===== src/rtl/ysq_pkg.sv =====
// Shared definitions for the tt_um_ysquare host-side driver: FSM encoding,
// pin-bit positions and datapath widths.
package ysq_pkg;

    localparam int OPERAND_W  = 8;
    localparam int RESULT_W   = 16;
    localparam int START_BIT  = 0;
    localparam int RVALID_BIT = 1;

    typedef enum logic [2:0] {
        ST_IDLE  = 3'd0,
        ST_START = 3'd1,
        ST_WAIT  = 3'd2,
        ST_HI    = 3'd3,
        ST_RESP  = 3'd4
    } state_e;

endpackage


===== src/rtl/ysq_sat_counter.sv =====
// Saturating up-counter: increments on inc, sticks at all-ones.
module ysq_sat_counter
    import ysq_pkg::*;
#(
    parameter int W = RESULT_W
) (
    input  logic         clk,
    input  logic         rst_n,
    input  logic         inc,
    output logic [W-1:0] cnt
);

    logic [W-1:0] cnt_q, cnt_d;

    always_comb begin
        cnt_d = cnt_q;
        if (inc && (cnt_q != '1)) cnt_d = cnt_q + 1'b1;
    end

    always_ff @(posedge clk or negedge rst_n) begin
        if (!rst_n) cnt_q <= '0;
        else        cnt_q <= cnt_d;
    end

    assign cnt = cnt_q;

endmodule


===== src/rtl/ysq_host_driver.sv =====
// Host-side driver for the tt_um_ysquare pins: issues a start pulse, captures the
// two-beat square, checks it against x*x and hands it back over valid/ready.
module ysq_host_driver
    import ysq_pkg::*;
#(
    parameter int TIMEOUT_CYCLES = 64,
    parameter bit CHECK_EN       = 1'b1
) (
    input  logic                 clk,
    input  logic                 rst_n,
    input  logic                 req_valid,
    output logic                 req_ready,
    input  logic [OPERAND_W-1:0] req_x,
    output logic                 rsp_valid,
    input  logic                 rsp_ready,
    output logic [RESULT_W-1:0]  rsp_y,
    output logic                 rsp_err,
    output logic                 rsp_timeout,
    output logic                 dut_ena,
    output logic [7:0]           dut_ui_in,
    output logic [7:0]           dut_uio_in,
    input  logic [7:0]           dut_uo_out,
    input  logic [7:0]           dut_uio_out,
    output logic [15:0]          pass_cnt,
    output logic [15:0]          fail_cnt
);

    localparam int CNT_W = $clog2(TIMEOUT_CYCLES + 1);

    state_e                state_q, state_d;
    logic [OPERAND_W-1:0]  x_q, x_d;
    logic [RESULT_W-1:0]   sq_q, sq_d;
    logic [RESULT_W-1:0]   y_q, y_d;
    logic                  err_q, err_d;
    logic                  to_q, to_d;
    logic [CNT_W-1:0]      cnt_q, cnt_d;
    logic                  rvalid, hs;
    logic [RESULT_W-1:0]   y_full;
    logic                  unused_uio;

    assign rvalid     = dut_uio_out[RVALID_BIT];
    assign unused_uio = ^{dut_uio_out[7:RVALID_BIT+1], dut_uio_out[RVALID_BIT-1:0]};
    assign y_full     = {dut_uo_out, y_q[7:0]};
    assign hs         = (state_q == ST_RESP) && rsp_ready;

    always_comb begin
        state_d = state_q;
        x_d     = x_q;
        sq_d    = sq_q;
        y_d     = y_q;
        err_d   = err_q;
        to_d    = to_q;
        cnt_d   = cnt_q;
        case (state_q)
            ST_IDLE: begin
                if (req_valid) begin
                    x_d     = req_x;
                    sq_d    = {8'h00, req_x} * {8'h00, req_x};
                    y_d     = '0;
                    err_d   = 1'b0;
                    to_d    = 1'b0;
                    state_d = ST_START;
                end
            end
            // rvalid during the start pulse belongs to an earlier request; ignore it
            ST_START: begin
                cnt_d   = '0;
                state_d = ST_WAIT;
            end
            ST_WAIT: begin
                if (rvalid) begin
                    y_d[7:0] = dut_uo_out;
                    state_d  = ST_HI;
                end else begin
                    cnt_d = cnt_q + 1'b1;
                    if (cnt_d == CNT_W'(TIMEOUT_CYCLES)) begin
                        to_d    = 1'b1;
                        y_d     = '0;
                        state_d = ST_RESP;
                    end
                end
            end
            ST_HI: begin
                y_d     = y_full;
                err_d   = !rvalid || (CHECK_EN && (y_full != sq_q));
                state_d = ST_RESP;
            end
            ST_RESP: begin
                if (rsp_ready) state_d = ST_IDLE;
            end
            default: state_d = ST_IDLE;
        endcase
    end

    always_ff @(posedge clk or negedge rst_n) begin
        if (!rst_n) begin
            state_q <= ST_IDLE;
            x_q     <= '0;
            sq_q    <= '0;
            y_q     <= '0;
            err_q   <= 1'b0;
            to_q    <= 1'b0;
            cnt_q   <= '0;
        end else begin
            state_q <= state_d;
            x_q     <= x_d;
            sq_q    <= sq_d;
            y_q     <= y_d;
            err_q   <= err_d;
            to_q    <= to_d;
            cnt_q   <= cnt_d;
        end
    end

    ysq_sat_counter #(.W(16)) u_pass_cnt (
        .clk   (clk),
        .rst_n (rst_n),
        .inc   (hs && !err_q && !to_q),
        .cnt   (pass_cnt)
    );

    ysq_sat_counter #(.W(16)) u_fail_cnt (
        .clk   (clk),
        .rst_n (rst_n),
        .inc   (hs && (err_q || to_q)),
        .cnt   (fail_cnt)
    );

    assign req_ready   = (state_q == ST_IDLE);
    assign rsp_valid   = (state_q == ST_RESP);
    assign rsp_y       = y_q;
    assign rsp_err     = err_q;
    assign rsp_timeout = to_q;
    assign dut_ena     = 1'b1;
    assign dut_ui_in   = x_q;
    assign dut_uio_in  = {7'b0, state_q == ST_START} << START_BIT;

endmodule

===== config.mk =====
export PLATFORM = sky130hd
export DESIGN_NAME = ysq_host_driver
export DESIGN_NICKNAME = d
export VERILOG_FILES = /design/src/rtl/ysq_pkg.sv /design/src/rtl/ysq_sat_counter.sv /design/src/rtl/ysq_host_driver.sv
export SDC_FILE = /design/constraint.sdc
export NUM_CORES = 1
export LEC_CHECK = 0
export CORE_MARGIN = 4
export CORE_UTILIZATION = 43
export DETAILED_ROUTE_END_ITERATION = 7
export GPL_TIMING_DRIVEN = 1
export PLACE_DENSITY = 0.66
export SLEW_MARGIN = 25
export SYNTH_ARGS = -nofsm -noshare
export SYNTH_HDL_FRONTEND = slang
export SYNTH_HIERARCHICAL = 1
export SYNTH_SLANG_ARGS = --single-unit

===== constraint.sdc =====
create_clock -name clk -period 2.8 [get_ports clk]
set_input_delay 0.28 -clock clk [delete_from_list [all_inputs] [get_ports clk]]
set_output_delay 0.28 -clock clk [all_outputs]
set_load 0.01 [all_outputs]

==> out/metrics.cfg <==
[run_status]
outcome = finished, violations left
violations = negative hold slack, negative setup slack

[synthesis]
yosys.area.top_type = dfrtp_1
synth_top_family_by_area = simple AND/OR/NAND/NOR gates
syn_avg_cell_area_um2 = 9.394
async_flop_share = 1.000
syn_area_mm2 = 0.005993
synth_edf_count = 0
ys_ff_latch = 82
netlist_top_cells_area = dfrtp_1, fa_1, ha_1, nand2_1, xnor2_1
synth-simple-area-share = 0.2196
synth_fa_ha_area_frac = 0.1524
yosysWarningCount = 6
ys.flop_type = dfrtp_1
ys_types = 68
yosysSeqAreaShare = 0.3424
synthMuxAreaShare = 0.01357
synth_compound_area_frac = 0.1501
synth_cells = 638
synth_xor_area_frac = 0.05992
netlist.area_leader.share = 0.3424

[power_and_ir_drop]
ir_drop_v = 0.0004309
p_leak_nw = 3.609
powerDensity_mw_per_mm2 = 822.9
totalPowerFinal_mw = 6.639

[worst_setup_path]
path_delay_family = adder cells
slowest_delay_ps = 560
path_cells = buf_12, buf_6, and2_4, fa_2, xor2_2, xnor2_2, fa_1, inv_2, fa_1, inv_2, ha_4, buf_4, buf_6, a21oi_4, o211ai_1, a32oi_1, nand3_1
critPathBufInv = 6
arrival_ps = 3800
slowest_stage = fa_2
cp_max_fo = 5
worstSetupPathType = in -> reg
worstPathRequired_ps = 3010
crit_path_start_kind = primary input
cp-end-kind = register

[global_routing]
grt.total_usage = 0.1904
grt_pass1_wl_um = 25290
grt-ovfl-total = 0
antenna_found_initial = 0
grt_max_degree = 83
grt_pass1_vias = 5268

[place]
place_hpwl_um = 11610
place_inst = 925
place_congestion = 0.8668
dpl-instance-area_mm2 = 0.007472
portBuffers = 81

[clocking]
cts.clk_slew.worst_paths_ps = 60
cts_buffer_depth = 2
cts_buffers = 9
worstSkewPairLatency_ps = 330
tritoncts = done
cts_sinks = 82
cts_hold_buf = 0
h-tree-depth = 3
cts_root_buf = clkbuf_16

[timing]
setup-violations-final = 10
rsz0062_at_grt = yes
clock_skew_ps = 8.649
worst_pin_slew_ps = 822.3
fin_ws_ps = -796.8
finalHoldViolations = 5
period_needed_ps = 3597
fin_crit_sh = 1.285
timing.hold.ws_ps = -5.058
maxSlewHeadroom = 0.4504
slew_viol_final = 0
fmax_mhz = 278.0

[routing]
vias = 5152
via_per_inst = 5.412
ant_nets = 0
drtIter0Drc = 252
firstDrtPassIters = 5
wirelength_um = 15210
drcViolationCount = 0
routedWlPerCell_um = 15.97

[layout]
multi_input_area_mm2 = 0.003902
final_area_mm2 = 0.008068
ff_latch_area_mm2 = 0.002052
area_growth_pct = 34.61
final_util = 0.5997
nFillCells = 1162
antennaDiodeCount = 0
layout-drive-gt1-share = 0.2281
fin_nets = 857
fin_cells = 952

[worst_hold_path]
hp-class = in -> async

[floorplanning]
ioPinCount = 97
start_util = 0.4455
fp.dieW_um = 126.1
core_area_mm2 = 0.01345
die_h_um = 126.1
dieArea_mm2 = 0.01589
std_cell_rows = 42

[job]
drv_cap = 0

[worst reg2reg max path, cell delays in order, from the launching register on]
cell and delay, ps:
dfrtp_1 510, nor2_1 190, and2_1 170, nand2_1 110, nor3_1 250, buf_4 210, nand2_1 120, nor3_1 380
nand4_1 160, xnor2_1 150
[placed cells by master, fill, tap and decap left out, types with 4 or more instances in the layout]
cell type	synthesis	final
nand4_1	25	25
a22oi_1	10	10
o211ai_1	13	13
inv_2	0	12
clkdlybuf4s50_1	0	72
a21oi_1	24	20
xnor2_1	33	30
and2_4	0	7
dfrtp_1	82	82
clkbuf_16	0	9
inv_1	50	36
o21ai_1	2	8
ha_4	0	9
nand3_1	21	21
fa_2	0	4
and2_1	20	13
o21a_1	11	11
mux2i_1	4	4
xor2_1	8	5
and3_1	9	9
nand2_2	0	4
conb_1	2	8
nor2_1	22	21
nor3_1	7	7
ha_1	33	23
fa_1	25	21
a31oi_1	8	8
nand2_1	86	79
o21ai_0	40	32
buf_4	9	57
buf_6	2	16
[cells by family after synthesis]
logic type / Yosys count
and+or+nand+nor: 230
AOI/OAI and AO/OA: 135
buffers and inverters: 83
DFF: 82
adders and majority gates: 58
xor gates and xnor gates: 41
muxes: 7
other: 2
[flip-flops by register name, summed over array words and instances, names as in the netlist]
signal	count
state_q	3
u_pass_cnt/cnt	16
sq_q	14
rsp_timeout	1
dut_ui_in	8
rsp_y	16
u_fail_cnt/cnt	16
cnt_q	7
rsp_err	1
[stage by stage]
| stage | worst slack [ps] | TNS (ps) | hold WS (ps) |
|---|---|---|---|
| final | -796.8 | -6111 | -5.058 |
| after CTS | -877.1 | -6021 | 173.9 |
| after global placement | -1521 | -14740 | 483.6 |
| after floorplan | -951.6 | -5933 | -15.59 |
| after detailed placement | -1620 | -15840 | 482.0 |
| after global routing | -958.5 | -7546 | 61.48 |
[per-layer routing]
layer,routed length [um],vias to the layer above,GRT usage
met1,6628,2513,0.2505
met3,586,24,0.02540
met4,265,0,0.06246
li1,-,2494,-
met2,7723,121,0.3255
met5,0,-,0
[repair_timing]
item / in CTS / in global routing
resized for setup: 74 / 18
cloned: 1 / 0
setup endpoints to repair: 12 / 11
pin swaps: 44 / 29
buffers inserted: 7 / 6
[final timing paths]
path	startpoint	endpoint	slack, ps	cells after the start
max	req_x[6]	sq_q[14]	-800	17
min in group clk	req_x[1]	dut_ui_in[1]	360	4
max reg2reg	state_q[1]	u_pass_cnt/cnt[10]	440	9
max in group asynchronous	rst_n	sq_q[2]	2300	1
min reg2reg	dut_ui_in[2]	dut_ui_in[2]	490	2
min	rst_n	rsp_y[13]	-5	1
[where the power goes]
group          internal [mW]  switching [mW]
combinational           1.74            1.69
clock                  0.867           0.464
sequential              1.51           0.365
[synthesized netlist by cell type, drive strengths merged (11+ instances only)]
library cell	count
o21a	11
and2	20
dfrtp	82
nand3	26
ha	33
clkbuf	18
a21oi	24
xnor2	33
nand2	86
nor2	23
o21ai	42
fa	25
nand4	28
inv	50
o211ai	13
buf	15
[layout make-up]
type / instances / area share
clock buffers: 10 / 0.02838
inverters: 50 / 0.02419
flip-flops and latches: 82 / 0.2543
well taps: 176 / 0.02730
repair buffers: 149 / 0.1690
clock inverters: 6 / 0.01303
multi-input cells: 479 / 0.4837
Power figures use the tool's default switching activity.
